## src/rtl/srk_pkg.sv

```systemverilog
// Shared definitions for the bit-field sequencer: command codes, sequencer
// states and status bit positions.
package srk_pkg;

    localparam logic [2:0] SRK_CMD_NOP        = 3'd0;
    localparam logic [2:0] SRK_CMD_LD_POS     = 3'd1;
    localparam logic [2:0] SRK_CMD_LD_SIZ     = 3'd2;
    localparam logic [2:0] SRK_CMD_LD_POS_MSS = 3'd3;
    localparam logic [2:0] SRK_CMD_START      = 3'd4;
    localparam logic [2:0] SRK_CMD_ABORT      = 3'd5;
    localparam logic [2:0] SRK_CMD_RD_POS     = 3'd6;
    localparam logic [2:0] SRK_CMD_RD_SIZ     = 3'd7;

    typedef enum logic [1:0] {
        IDLE = 2'd0,
        P0   = 2'd1,
        P1   = 2'd2
    } srk_state_e;

    localparam int STA_SPANS    = 0;
    localparam int STA_SIZ_ZERO = 1;
    localparam int STA_MSS_NONE = 2;

endpackage

```

## src/rtl/srk_field_seq_if.sv

```systemverilog
// Pass descriptor handshake between the field sequencer and the rotator datapath.
interface srk_field_seq_if #(
    parameter int DW = 32,
    parameter int SW = $clog2(DW),
    parameter int PW = $clog2(DW) + 1
);
    logic          pass_vld_h;
    logic          pass_rdy_h;
    logic [SW-1:0] shf_h;
    logic [PW-1:0] mask_len_h;
    logic          pass_last_h;

    modport master (
        output pass_vld_h, shf_h, mask_len_h, pass_last_h,
        input  pass_rdy_h
    );

    modport slave (
        input  pass_vld_h, shf_h, mask_len_h, pass_last_h,
        output pass_rdy_h
    );
endinterface

```

## src/rtl/srk_mss_enc.sv

```systemverilog
// Most-significant-set-bit priority encoder; none flags an all-zero input.
module srk_mss_enc #(
    parameter int DW = 32,
    parameter int SW = $clog2(DW)
) (
    input  logic [DW-1:0] data,
    output logic [SW-1:0] idx,
    output logic          none
);

    // Ascending scan so the highest set bit is the last one written.
    always_comb begin
        idx  = '0;
        none = 1'b1;
        for (int i = 0; i < DW; i++) begin
            if (data[i]) begin
                idx  = SW'(i);
                none = 1'b0;
            end
        end
    end

endmodule

```

## src/rtl/srk_field_seq.sv

```systemverilog
// Field position/size registers and the one- or two-pass sequencer that feeds
// rotate counts and mask lengths to the datapath.
//
//   state | meaning
//   IDLE  | no pass outstanding; loads and START accepted
//   P0    | first (or only) pass presented
//   P1    | second pass of a word-spanning field presented
module srk_field_seq
    import srk_pkg::*;
#(
    parameter int DW = 32,
    parameter int SW = $clog2(DW),
    parameter int PW = $clog2(DW) + 1
) (
    input  logic          qd_clk_l,
    input  logic          rst_l,
    input  logic [2:0]    cmd_h,
    input  logic [DW-1:0] wbus_h,
    input  logic [DW-1:0] sbus_h,
    output logic [DW-1:0] sbus_out_h,
    srk_field_seq_if.master pass_if,
    output logic          busy_h,
    output logic [2:0]    sta_h,
    output logic          rsv_err_h
);

    localparam int            PW1     = PW + 1;
    localparam logic [PW-1:0] SIZ_MAX = PW'(DW);
    localparam logic [PW:0]   END_MAX = PW1'(DW);

    srk_state_e    r_state, w_state_nxt;
    logic [PW-1:0] r_pos, w_pos_nxt;
    logic [PW-1:0] r_siz, w_siz_nxt;
    logic [SW-1:0] r_shf, w_shf_nxt;
    logic [PW-1:0] r_mask, w_mask_nxt;
    logic          r_last, w_last_nxt;
    logic [2:0]    r_sta, w_sta_nxt;
    logic          r_rsv_err, w_rsv_err_nxt;

    logic [SW-1:0] w_off;
    logic [PW:0]   w_end;
    logic          w_spans;
    logic [PW-1:0] w_rem;
    logic [SW-1:0] w_mss_idx;
    logic          w_mss_none;
    logic          w_hs;
    logic          w_unused_wbus;

    srk_mss_enc #(.DW(DW), .SW(SW)) u_mss (
        .data (sbus_h),
        .idx  (w_mss_idx),
        .none (w_mss_none)
    );

    assign w_off         = r_pos[SW-1:0];
    assign w_end         = {2'b00, w_off} + {1'b0, r_siz};
    assign w_spans       = (w_end > END_MAX);
    // Bits left in the word from off upward; also the second pass's rotate count.
    assign w_rem         = SIZ_MAX - {1'b0, w_off};
    assign w_hs          = pass_if.pass_vld_h & pass_if.pass_rdy_h;
    assign w_unused_wbus = ^wbus_h[DW-1:PW];

    always_comb begin
        unique case (cmd_h)
            SRK_CMD_RD_POS: sbus_out_h = DW'(r_pos);
            SRK_CMD_RD_SIZ: sbus_out_h = DW'(r_siz);
            default:        sbus_out_h = '1;
        endcase
    end

    always_comb begin
        w_state_nxt   = r_state;
        w_pos_nxt     = r_pos;
        w_siz_nxt     = r_siz;
        w_shf_nxt     = r_shf;
        w_mask_nxt    = r_mask;
        w_last_nxt    = r_last;
        w_sta_nxt     = r_sta;
        w_rsv_err_nxt = r_rsv_err;
        unique case (r_state)
            IDLE: begin
                unique case (cmd_h)
                    SRK_CMD_LD_POS: w_pos_nxt = wbus_h[PW-1:0];
                    SRK_CMD_LD_SIZ: begin
                        w_siz_nxt     = wbus_h[PW-1:0];
                        w_rsv_err_nxt = 1'b0;
                    end
                    SRK_CMD_LD_POS_MSS: begin
                        w_pos_nxt               = {1'b0, w_mss_idx};
                        w_sta_nxt[STA_MSS_NONE] = w_mss_none;
                    end
                    SRK_CMD_START: begin
                        if (r_siz > SIZ_MAX) begin
                            w_rsv_err_nxt = 1'b1;
                        end else if (r_siz == '0) begin
                            w_sta_nxt[STA_SIZ_ZERO] = 1'b1;
                        end else begin
                            w_sta_nxt[STA_SIZ_ZERO] = 1'b0;
                            w_sta_nxt[STA_SPANS]    = w_spans;
                            w_state_nxt             = P0;
                            w_shf_nxt               = w_off;
                            w_mask_nxt              = w_spans ? w_rem : r_siz;
                            w_last_nxt              = ~w_spans;
                        end
                    end
                    default: ;
                endcase
            end
            P0: begin
                if (cmd_h == SRK_CMD_ABORT) begin
                    w_state_nxt = IDLE;
                end else if (w_hs) begin
                    if (w_spans) begin
                        w_state_nxt = P1;
                        w_shf_nxt   = w_rem[SW-1:0];
                        w_mask_nxt  = r_siz - w_rem;
                        w_last_nxt  = 1'b1;
                    end else begin
                        w_state_nxt = IDLE;
                    end
                end
            end
            P1: begin
                if (cmd_h == SRK_CMD_ABORT || w_hs) begin
                    w_state_nxt = IDLE;
                end
            end
            default: w_state_nxt = IDLE;
        endcase
    end

    always_ff @(posedge qd_clk_l or negedge rst_l) begin
        if (!rst_l) begin
            r_state   <= IDLE;
            r_pos     <= '0;
            r_siz     <= '0;
            r_shf     <= '0;
            r_mask    <= '0;
            r_last    <= 1'b0;
            r_sta     <= '0;
            r_rsv_err <= 1'b0;
        end else begin
            r_state   <= w_state_nxt;
            r_pos     <= w_pos_nxt;
            r_siz     <= w_siz_nxt;
            r_shf     <= w_shf_nxt;
            r_mask    <= w_mask_nxt;
            r_last    <= w_last_nxt;
            r_sta     <= w_sta_nxt;
            r_rsv_err <= w_rsv_err_nxt;
        end
    end

    assign busy_h              = (r_state != IDLE);
    assign pass_if.pass_vld_h  = (r_state != IDLE);
    assign pass_if.shf_h       = r_shf;
    assign pass_if.mask_len_h  = r_mask;
    assign pass_if.pass_last_h = r_last;
    assign sta_h               = r_sta;
    assign rsv_err_h           = r_rsv_err;

endmodule

```

## src/flat_wrapper.sv

```systemverilog
// flat-port wrapper written by rule: the top's interface ports become plain ports
module srk_field_seq_flat import srk_pkg::*;
#(
    parameter int DW = 32,
    parameter int SW = $clog2(DW),
    parameter int PW = $clog2(DW) + 1
)
  (qd_clk_l, rst_l, cmd_h, wbus_h, sbus_h, sbus_out_h, busy_h, sta_h, rsv_err_h, pass_if_pass_vld_h, pass_if_shf_h, pass_if_mask_len_h, pass_if_pass_last_h, pass_if_pass_rdy_h);
  srk_field_seq_if #(.DW(DW), .SW(SW), .PW(PW)) pass_if_i ();
  input  logic qd_clk_l;
  input  logic rst_l;
  input  logic [2:0] cmd_h;
  input  logic [DW-1:0] wbus_h;
  input  logic [DW-1:0] sbus_h;
  output logic [DW-1:0] sbus_out_h;
  output logic busy_h;
  output logic [2:0] sta_h;
  output logic rsv_err_h;
  output wire logic [$bits(pass_if_i.pass_vld_h)-1:0] pass_if_pass_vld_h;
  output wire logic [$bits(pass_if_i.shf_h)-1:0] pass_if_shf_h;
  output wire logic [$bits(pass_if_i.mask_len_h)-1:0] pass_if_mask_len_h;
  output wire logic [$bits(pass_if_i.pass_last_h)-1:0] pass_if_pass_last_h;
  input wire logic [$bits(pass_if_i.pass_rdy_h)-1:0] pass_if_pass_rdy_h;
  assign pass_if_pass_vld_h = pass_if_i.pass_vld_h;
  assign pass_if_shf_h = pass_if_i.shf_h;
  assign pass_if_mask_len_h = pass_if_i.mask_len_h;
  assign pass_if_pass_last_h = pass_if_i.pass_last_h;
  assign pass_if_i.pass_rdy_h = pass_if_pass_rdy_h;
  srk_field_seq #(.DW(DW), .SW(SW), .PW(PW)) u_core (.qd_clk_l(qd_clk_l), .rst_l(rst_l), .cmd_h(cmd_h), .wbus_h(wbus_h), .sbus_h(sbus_h), .sbus_out_h(sbus_out_h), .pass_if(pass_if_i), .busy_h(busy_h), .sta_h(sta_h), .rsv_err_h(rsv_err_h));
endmodule
```

## config.mk

```make
export PLATFORM = sky130hd
export DESIGN_NAME = srk_field_seq_flat
export DESIGN_NICKNAME = d
export VERILOG_FILES = /design/src/rtl/srk_pkg.sv /design/src/rtl/srk_field_seq_if.sv /design/src/rtl/srk_mss_enc.sv /design/src/rtl/srk_field_seq.sv /design/src/flat_wrapper.sv
export SDC_FILE = /design/constraint.sdc
export NUM_CORES = 1
export LEC_CHECK = 0
export ABC_AREA = 0
export CAP_MARGIN = 20
export CORE_ASPECT_RATIO = 1.25
export CORE_UTILIZATION = 35
export DETAILED_ROUTE_END_ITERATION = 6
export GPL_TIMING_DRIVEN = 0
export PLACE_DENSITY = 0.83
export SLEW_MARGIN = 30
export SYNTH_ARGS = -nofsm -noshare
export SYNTH_HDL_FRONTEND = slang
export SYNTH_HIERARCHICAL = 1
export SYNTH_SLANG_ARGS = --single-unit
```

## constraint.sdc

```tcl
create_clock -name qd_clk_l -period 2.65 [get_ports qd_clk_l]
set_input_delay 0.265 -clock qd_clk_l [delete_from_list [all_inputs] [get_ports qd_clk_l]]
set_output_delay 0.265 -clock qd_clk_l [all_outputs]
set_load 0.01 [all_outputs]
```

==> reports/metrics.csv, run 1 <==
stage,metric,value,unit
final_layout,share of cells above drive strength 1,19.2,%
placement,placed insts,491,
clock_network,total CTS buffers,5,
worst_setup_path,nature of the critical path endpoint,flop,
power,Leak,1.61,nW
clock_network,H-tree depth,2,
run_status,status,"finished, violations left",
yosys,Synth Warn #,6,
power,final total power,0.00290,W
drt,DRC violations left,0,
yosys,synthesized area,2590,µm²
yosys,Synth Area per Inst,8.40,µm²
floorplanning,Starting Density,36.7,%
final_layout,Synth-to-Final Area Change,48.9,%
placement,post-detail-place hpwl,5.46,mm
floorplanning,Die Footprint,7750,µm²
hold_path,Worst Hold Class,input pin to async pin,
run,max_cap viols,0,
sta,Tcrit/Tclk final,103,%
sta,Final setup viols,7,
grt,most used routing layer,met2,
grt,global-route wire length before repair,11.6,mm
yosys,Mapped Nets,391,
worst_setup_path,crit-path max FO,5,
yosys,Cells after Synth,308,
grt,met3 Use GR,5.61,%
sta,"Slew Viols, Final",0,
placement,Port Buf Inserts,93,
clock_network,Worst-path clk slew,0.06,ns
clock_network,later-pin clock latency in the skew report,0.28,ns
floorplanning,chip width,78.9,µm
final_layout,"commonest non-fill, non-tap cell in the layout",clkdlybuf4s50_1,
floorplanning,Core Region,7060,µm²
clock_network,Max clock buf depth,2,
grt,initial antenna violation count,0,
yosys,sequential share of the synthesized area,29.0,%
worst_setup_path,worst-path cell chain,ha_4 -> inv_2 -> fa_2 -> and2b_1 -> o22a_1 -> or4_4 -> o21ai_4 -> o31ai_4 -> buf_4 -> mux2_2,
sta,Slew @ Worst Pin,0.649,ns
worst_setup_path,Critical Path Start Type,flop,
sta,Tmin final,2.72,ns
worst_setup_path,CP arrival,2.88,ns
drt,aggregate routed wire length,7.10,mm
run_status,violated checks,setup timing,
drt,Routed Antenna Nets,0,
clock_network,CTS Root Cell,clkbuf_8,
worst_setup_path,slowest CP cell,or4_4,
floorplanning,IO Count,120,
worst_setup_path,Crit Path Class,flop to flop,
sta,worst hold slack,0.0137,ns
placement,routability cong.,0.811,
final_layout,Nets,501,
grt,gr usage total,18.8,%
grt,number of global-route vias before repair,2650,
sta,skew final,0.00653,ns
sta,RSZ-0062 raised after global routing,yes,
yosys,post-synth cell types,53,
sta,Setup TNS,-0.305,ns
sta,"Hold Violations, Final",0,
placement,"Cell Area, Placed",3630,µm²
clock_network,CTS tree,done,
final_layout,Final Cell Area,3850,µm²
sta,setup ws final,-0.0747,ns
final_layout,"commonest cells after routing, fill and taps aside","clkdlybuf4s50_1, buf_4, dfrtp_1, nor2_1, nand2_1",
grt,met1 Usage GRT,19.4,%
floorplanning,Chip Height,98.2,µm
power,Worst VDD drop,0.427,mV
final_layout,Antenna Cells,0,
sta,f_max,0.367,GHz
final_layout,final non-filler cell total,507,
floorplanning,row count,34,
worst_setup_path,"Req. time, crit path",2.81,ns
clock_network,Sink Count,30,
power,Power Dens Cells,752,nW/µm²
yosys,#FFs+latches synth,30,
worst_setup_path,Worst path max stage delay,0.55,ns
grt,M2 GR Usage,35.3,%
clock_network,cts hold-fix bufs,0,
grt,total grt overflow,0,
drt,1st-pass router iterations,4,
drt,DRC marker count from the first detailed-route iteration,122,
sta,Slew headroom,56.7,%
drt,Vias,2621,
drt,vias per inst,5.17,
grt,largest net degree at the start of global routing,31,
drt,drt wl/cell,14.0,µm
[kinds of logic (layout without fill, tap and decap cells)]
logic type               after synthesis  in the layout  share of synthesized area [%]
XOR/XNOR                              12             12                           4.06
adder cells (fa/ha/maj)               13             13                           6.86
multiplexers                          16             16                           6.62
buffers and inverters                 54            163                           12.5
flip-flops                            30             30                           29.0
AO/OA/AOI/OAI                         68             68                           18.9
AND/OR/NAND/NOR                      115            115                           22.0
[worst max-delay path: cells and delay by family, from the launching register on]
family	cells	cell delay (ns)
compound gates	3	0.58
fa+ha+maj	2	0.38
buf+inv	2	0.22
flops	1	0.44
mux	1	0.25
simple gates	2	0.74
[power by group]
| part | switching (W) | internal (W) | total (W) | leakage (nW) |
|---|---|---|---|---|
| clock | 0.000152 | 0.000200 | 0.000351 | 0.0431 |
| combinational | 0.000870 | 0.000918 | 0.00179 | 1.21 |
| sequential | 0.000136 | 0.000622 | 0.000758 | 0.359 |
| total | 0.00116 | 0.00174 | 0.00290 | 1.61 |
[synthesized netlist by cell type, drive strengths merged]
cell type | n | area (µm²)
nor2 | 32 | 123
buf | 31 | 238
dfrtp | 30 | 751
nand2 | 25 | 93.8
o21ai | 20 | 111
inv | 17 | 63.8
a21oi | 15 | 75.1
nor3 | 13 | 65.1
ha | 11 | 138
nand3 | 11 | 55.1
mux2 | 9 | 101
mux2i | 7 | 70.1
nor4 | 7 | 43.8
xnor2 | 7 | 61.3
clkbuf | 6 | 22.5
o31ai | 6 | 58.8
o22ai | 5 | 31.3
xor2 | 5 | 43.8
and3 | 4 | 25.0
nand2b | 4 | 25.0
nor2b | 4 | 25.0
a31oi | 3 | 18.8
nor3b | 3 | 22.5
o221a | 3 | 33.8
or3 | 3 | 18.8
a21boi | 2 | 15.0
a21o | 2 | 15.0
a221o | 2 | 20.0
and2 | 2 | 12.5
fa | 2 | 40.0
o211ai | 2 | 15.0
or2 | 2 | 15.0
or4 | 2 | 20.0
a221oi | 1 | 15.0
and2b | 1 | 7.51
nand3b | 1 | 7.51
o21a | 1 | 7.51
o221ai | 1 | 8.76
o22a | 1 | 8.76
o2bb2ai | 1 | 8.76
o31a | 1 | 8.76
o32a | 1 | 10.0
o41ai | 1 | 27.5
or3b | 1 | 11.3
[area by class of cell]
type / count / area [µm²]
Clock buffer: 6 / 82.6
Tap cell: 90 / 113
Timing Repair Buffer: 103 / 1010
Multi-Input combinational cell: 224 / 1570
Fill cell: 692 / 3210
Timing Repair inverter: 1 / 7.51
Sequential cell: 30 / 753
Inverter: 17 / 67.6
Buffer: 36 / 256
[repair_timing]
item	4_1_cts	5_1_grt
gates cloned	1	1
resized for setup	9	15
buffers inserted	7	3
setup endpoints to repair	40	39
pin swaps	4	10
[state kept, by name, indices dropped and copies added, names as in the netlist]
name and flops:
u_core/pass_if.mask_len_h 6, u_core/r_pos 6, u_core/pass_if.shf_h 5, u_core/r_state 2, u_core/pass_if.pass_last_h 1, u_core/r_siz 6
u_core/sta_h 3, u_core/rsv_err_h 1
[worst paths after layout]
check	from	to	slack, ns	cells past startpoint
max in group asynchronous	rst_l	u_core/r_siz[1]$_DFFE_PN0P_	2.18	1
min in group qd_clk_l	u_core/rsv_err_h$_DFFE_PN0P_	u_core/rsv_err_h$_DFFE_PN0P_	0.49	1
setup / recovery	u_core/r_pos[0]$_DFFE_PN0P_	u_core/pass_if.shf_h[0]$_DFFE_PN0P_	-0.07	10
setup reg to reg	u_core/r_pos[0]$_DFFE_PN0P_	u_core/pass_if.shf_h[0]$_DFFE_PN0P_	-0.07	10
hold / removal	rst_l	u_core/r_pos[3]$_DFFE_PN0P_	0.01	1
hold reg to reg	u_core/rsv_err_h$_DFFE_PN0P_	u_core/rsv_err_h$_DFFE_PN0P_	0.49	1
[stage by stage]
| step | setup slack, ns | util, % |
|---|---|---|
| after floorplan | 0.0499 | - |
| after global placement | -0.117 | 51.4 |
| after detailed placement | -0.204 | 51.4 |
| after CTS | -0.0108 | 53.7 |
| after global routing | -0.141 | 54.6 |
| final | -0.0747 | 54.6 |
[layer usage]
| metal | vias to the layer above | wire length (µm) |
|---|---|---|
| met2 | 108 | 3720 |
| met4 | 0 | 174 |
| met1 | 1211 | 2730 |
| li1 | 1282 | - |
| met5 | - | 0 |
| met3 | 20 | 476 |
Power figures use the tool's default switching activity.
==> inputs of run 2 (changes only) <==
==> constraint.sdc (replaced) <==
create_clock -name qd_clk_l -period 2.2 [get_ports qd_clk_l]
set_input_delay 0.22 -clock qd_clk_l [delete_from_list [all_inputs] [get_ports qd_clk_l]]
set_output_delay 0.22 -clock qd_clk_l [all_outputs]
set_load 0.01 [all_outputs]
==> reports/metrics.csv, run 2 (synthesis results as in run 1) <==
stage,metric,value,unit,change
worst_setup_path,Critical Path Start Type,flop,,unchanged
hold_path,Hold Startpoint,cmd_h[1],,
worst_setup_path,FF-to-FF Start,u_core/r_pos[0]$_DFFE_PN0P_,,unchanged
worst_setup_path,"Req. time, crit path",2.39,ns,was 2.81 ns
clock_network,H-tree depth,2,,unchanged
drt,aggregate routed wire length,7.62,mm,was 7.10 mm
sta,Tcrit/Tclk final,122,%,was 103%
power,Int Pwr,0.00226,W,was 0.00174 W
sta,Final setup viols,14,,was 7
worst_setup_path,slowest CP cell,or4_4,,unchanged
final_layout,Synth-to-Final Area Change,58.0,%,was 48.9%
clock_network,CTS Root Cell,clkbuf_8,,unchanged
sta,Slew headroom,55.5,%,was 56.7%
worst_setup_path,nature of the critical path endpoint,flop,,unchanged
drt,DRC violations left,0,,unchanged
power,Worst VDD drop,0.425,mV,was 0.427 mV
clock_network,Worst-path clk slew,0.06,ns,about the same
placement,Port Buf Inserts,93,,unchanged
sta,"Hold Violations, Final",0,,unchanged
sta,skew final,0.00585,ns,was 0.00653 ns
power,Seq pwr share,24.5,%,was 26.2%
clock_network,total CTS buffers,5,,unchanged
sta,"Slew Viols, Final",0,,unchanged
floorplanning,chip width,78.9,µm,unchanged
drt,Routed Antenna Nets,0,,unchanged
worst_setup_path,Most common cell on crit path,buf_6,,
final_layout,"commonest non-fill, non-tap cell in the layout",clkdlybuf4s50_1,,unchanged
clock_network,later-pin clock latency in the skew report,0.29,ns,was 0.28 ns
floorplanning,row count,34,,unchanged
worst_setup_path,CP arrival,2.88,ns,about the same
drt,drt wl/cell,14.6,µm,was 14.0 µm
sta,worst hold slack,0.371,ns,was 0.0137 ns
grt,number of global-route vias before repair,2710,,"was 2,650"
run,max_cap viols,0,,unchanged
power,Leak,1.71,nW,was 1.61 nW
power,switch share,40.3,%,was 40.0%
sta,f_max,0.371,GHz,was 0.367 GHz
drt,DRC marker count from the first detailed-route iteration,95,,was 122
sta,Slew @ Worst Pin,0.667,ns,was 0.649 ns
floorplanning,Core Region,7060,µm²,unchanged
grt,global-route wire length before repair,12.1,mm,was 11.6 mm
grt,gr usage total,19.9,%,was 18.8%
grt,met3 Use GR,5.79,%,was 5.61%
grt,M2 GR Usage,38.1,%,was 35.3%
worst_setup_path,Worst path max stage delay,0.44,ns,was 0.55 ns
clock_network,Sink Count,30,,unchanged
grt,total grt overflow,0,,unchanged
final_layout,Antenna Cells,0,,unchanged
final_layout,Nets,514,,was 501
final_layout,"commonest cells after routing, fill and taps aside","clkdlybuf4s50_1, buf_4, dfrtp_1, nor2_1, nand2_1",,unchanged
power,switching pwr,0.00153,W,was 0.00116 W
floorplanning,Starting Density,36.7,%,unchanged
power,Clk network pwr share,12.0,%,was 12.1%
final_layout,share of cells above drive strength 1,24.3,%,was 19.2%
placement,routability cong.,0.864,,was 0.811
drt,Vias,2726,,"was 2,621"
worst_setup_path,Crit Path Class,flop to flop,,unchanged
worst_setup_path,start point of the critical path,u_core/r_pos[0]$_DFFE_PN0P_,,unchanged
placement,post-detail-place hpwl,5.52,mm,was 5.46 mm
hold_path,Worst Hold Class,input pin to flop,,was input pin to async pin
grt,most used routing layer,met2,,unchanged
grt,initial antenna violation count,0,,unchanged
power,logic gate share of total power,63.5,%,was 61.7%
sta,Tmin final,2.69,ns,was 2.72 ns
worst_setup_path,crit-path max FO,5,,unchanged
drt,vias per inst,5.22,,was 5.17
sta,setup ws final,-0.493,ns,was -0.0747 ns
worst_setup_path,worst-path cell chain,ha_4 -> inv_2 -> fa_2 -> and2b_1 -> o22a_1 -> or4_4 -> o21ai_4 -> o31ai_4 -> buf_6 -> buf_6 -> buf_6 -> a221oi_2,,was ha_4 -> inv_2 -> fa_2 -> and2b_1 -> o22a_1 -> or4_4 -> o21ai_4 -> o31ai_4 -> buf_4 -> mux2_2
floorplanning,Die Footprint,7750,µm²,unchanged
clock_network,CTS tree,done,,unchanged
grt,met1 Usage GRT,19.3,%,was 19.4%
power,Power Dens Cells,926,nW/µm²,was 752 nW/µm²
placement,"Cell Area, Placed",3640,µm²,was 3630 µm²
floorplanning,Chip Height,98.2,µm,unchanged
sta,RSZ-0062 raised after global routing,yes,,unchanged
drt,1st-pass router iterations,4,,unchanged
clock_network,Max clock buf depth,2,,unchanged
grt,largest net degree at the start of global routing,31,,unchanged
sta,Setup TNS,-5.10,ns,was -0.305 ns
final_layout,Final Cell Area,4090,µm²,was 3850 µm²
run_status,status,"finished, violations left",,unchanged
floorplanning,IO Count,120,,unchanged
run_status,violated checks,setup timing,,unchanged
## run 2: changes by cell type in the layout (fill, tap and decap cells not counted), sizes merged
cell	delta
clkbuf	+3
buf	+8
dlymetal6s2s	+1
clkinvlp	+2
clkdlybuf4s50	-1
clkinv	+1
dlygate4sd3	+1
## run 2: power by group through the flow
stage / combinational, W / clock, W / sequential [W]
4_1_cts: 0.00218 / 0.000471 / 0.000906
3_5_place_dp: 0.00195 / 0 / 0.000922
6_report: 0.00241 / 0.000455 / 0.000927
5_1_grt: 0.00260 / 0.000495 / 0.000953
2_1_floorplan: 0.00121 / 0 / 0.000943
3_3_place_gp: 0.00190 / 0 / 0.000909
## run 2: critical path, delay by kind of cell (launching register included)
kind / cells / cell delay [ns]
AO/OA/AOI/OAI: 4 / 0.77
adder cells (fa/ha/maj): 2 / 0.36
buffers and inverters: 4 / 0.41
flip-flops: 1 / 0.43
AND/OR/NAND/NOR: 2 / 0.64
## run 2: metrics by stage
step                setup WS [ns]  utilization, %  cells  total power, W
floorplan                  -0.362               -    308         0.00215
global placement           -0.595            51.6    491         0.00281
detailed placement         -0.599            51.5    491         0.00287
CTS                        -0.464            55.6    517         0.00356
global route               -0.560            57.9    522         0.00405
finish                     -0.493            57.9    522         0.00379
## run 2: worst paths after layout
path / to / slack, ns / depth (start not counted)
min in group asynchronous: u_core/pass_if.shf_h[2]$_DFFE_PN0P_ / 0.51 / 2
worst min register to register: u_core/r_pos[5]$_DFFE_PN0P_ / 0.50 / 2
worst max-delay path: u_core/pass_if.mask_len_h[1]$_DFFE_PN0P_ / -0.49 / 12
worst min-delay path: u_core/r_pos[5]$_DFFE_PN0P_ / 0.37 / 3
worst max register to register: u_core/pass_if.mask_len_h[1]$_DFFE_PN0P_ / -0.49 / 12
max in group asynchronous: u_core/r_siz[1]$_DFFE_PN0P_ / 1.21 / 2
## run 2: what timing repair did
item                                    4_1_cts  5_1_grt
endpoints found under the setup margin       46       42
resized for setup                            21       30
pin swaps                                    10       11
hold buffers                                  1        0
hold endpoints to repair                     30        0
setup buffers                                15        4
cloned                                        3        1
## run 2: area by class of cell
class	instances	area (µm²)
clock buffer	7	86.3
clock inverter	1	5.00
sequential	30	753
inverter	17	67.6
fill	639	2970
multi-input combinational	224	1640
timing repair buffer	114	1130
buffer	36	269
timing repair inverter	3	22.5
tap	90	113
## run 2: routing by layer
layer,wire [µm],vias up
met1,2750,1281
met2,4100,114
li1,-,1312
met5,0,-
met3,550,19
met4,212,0
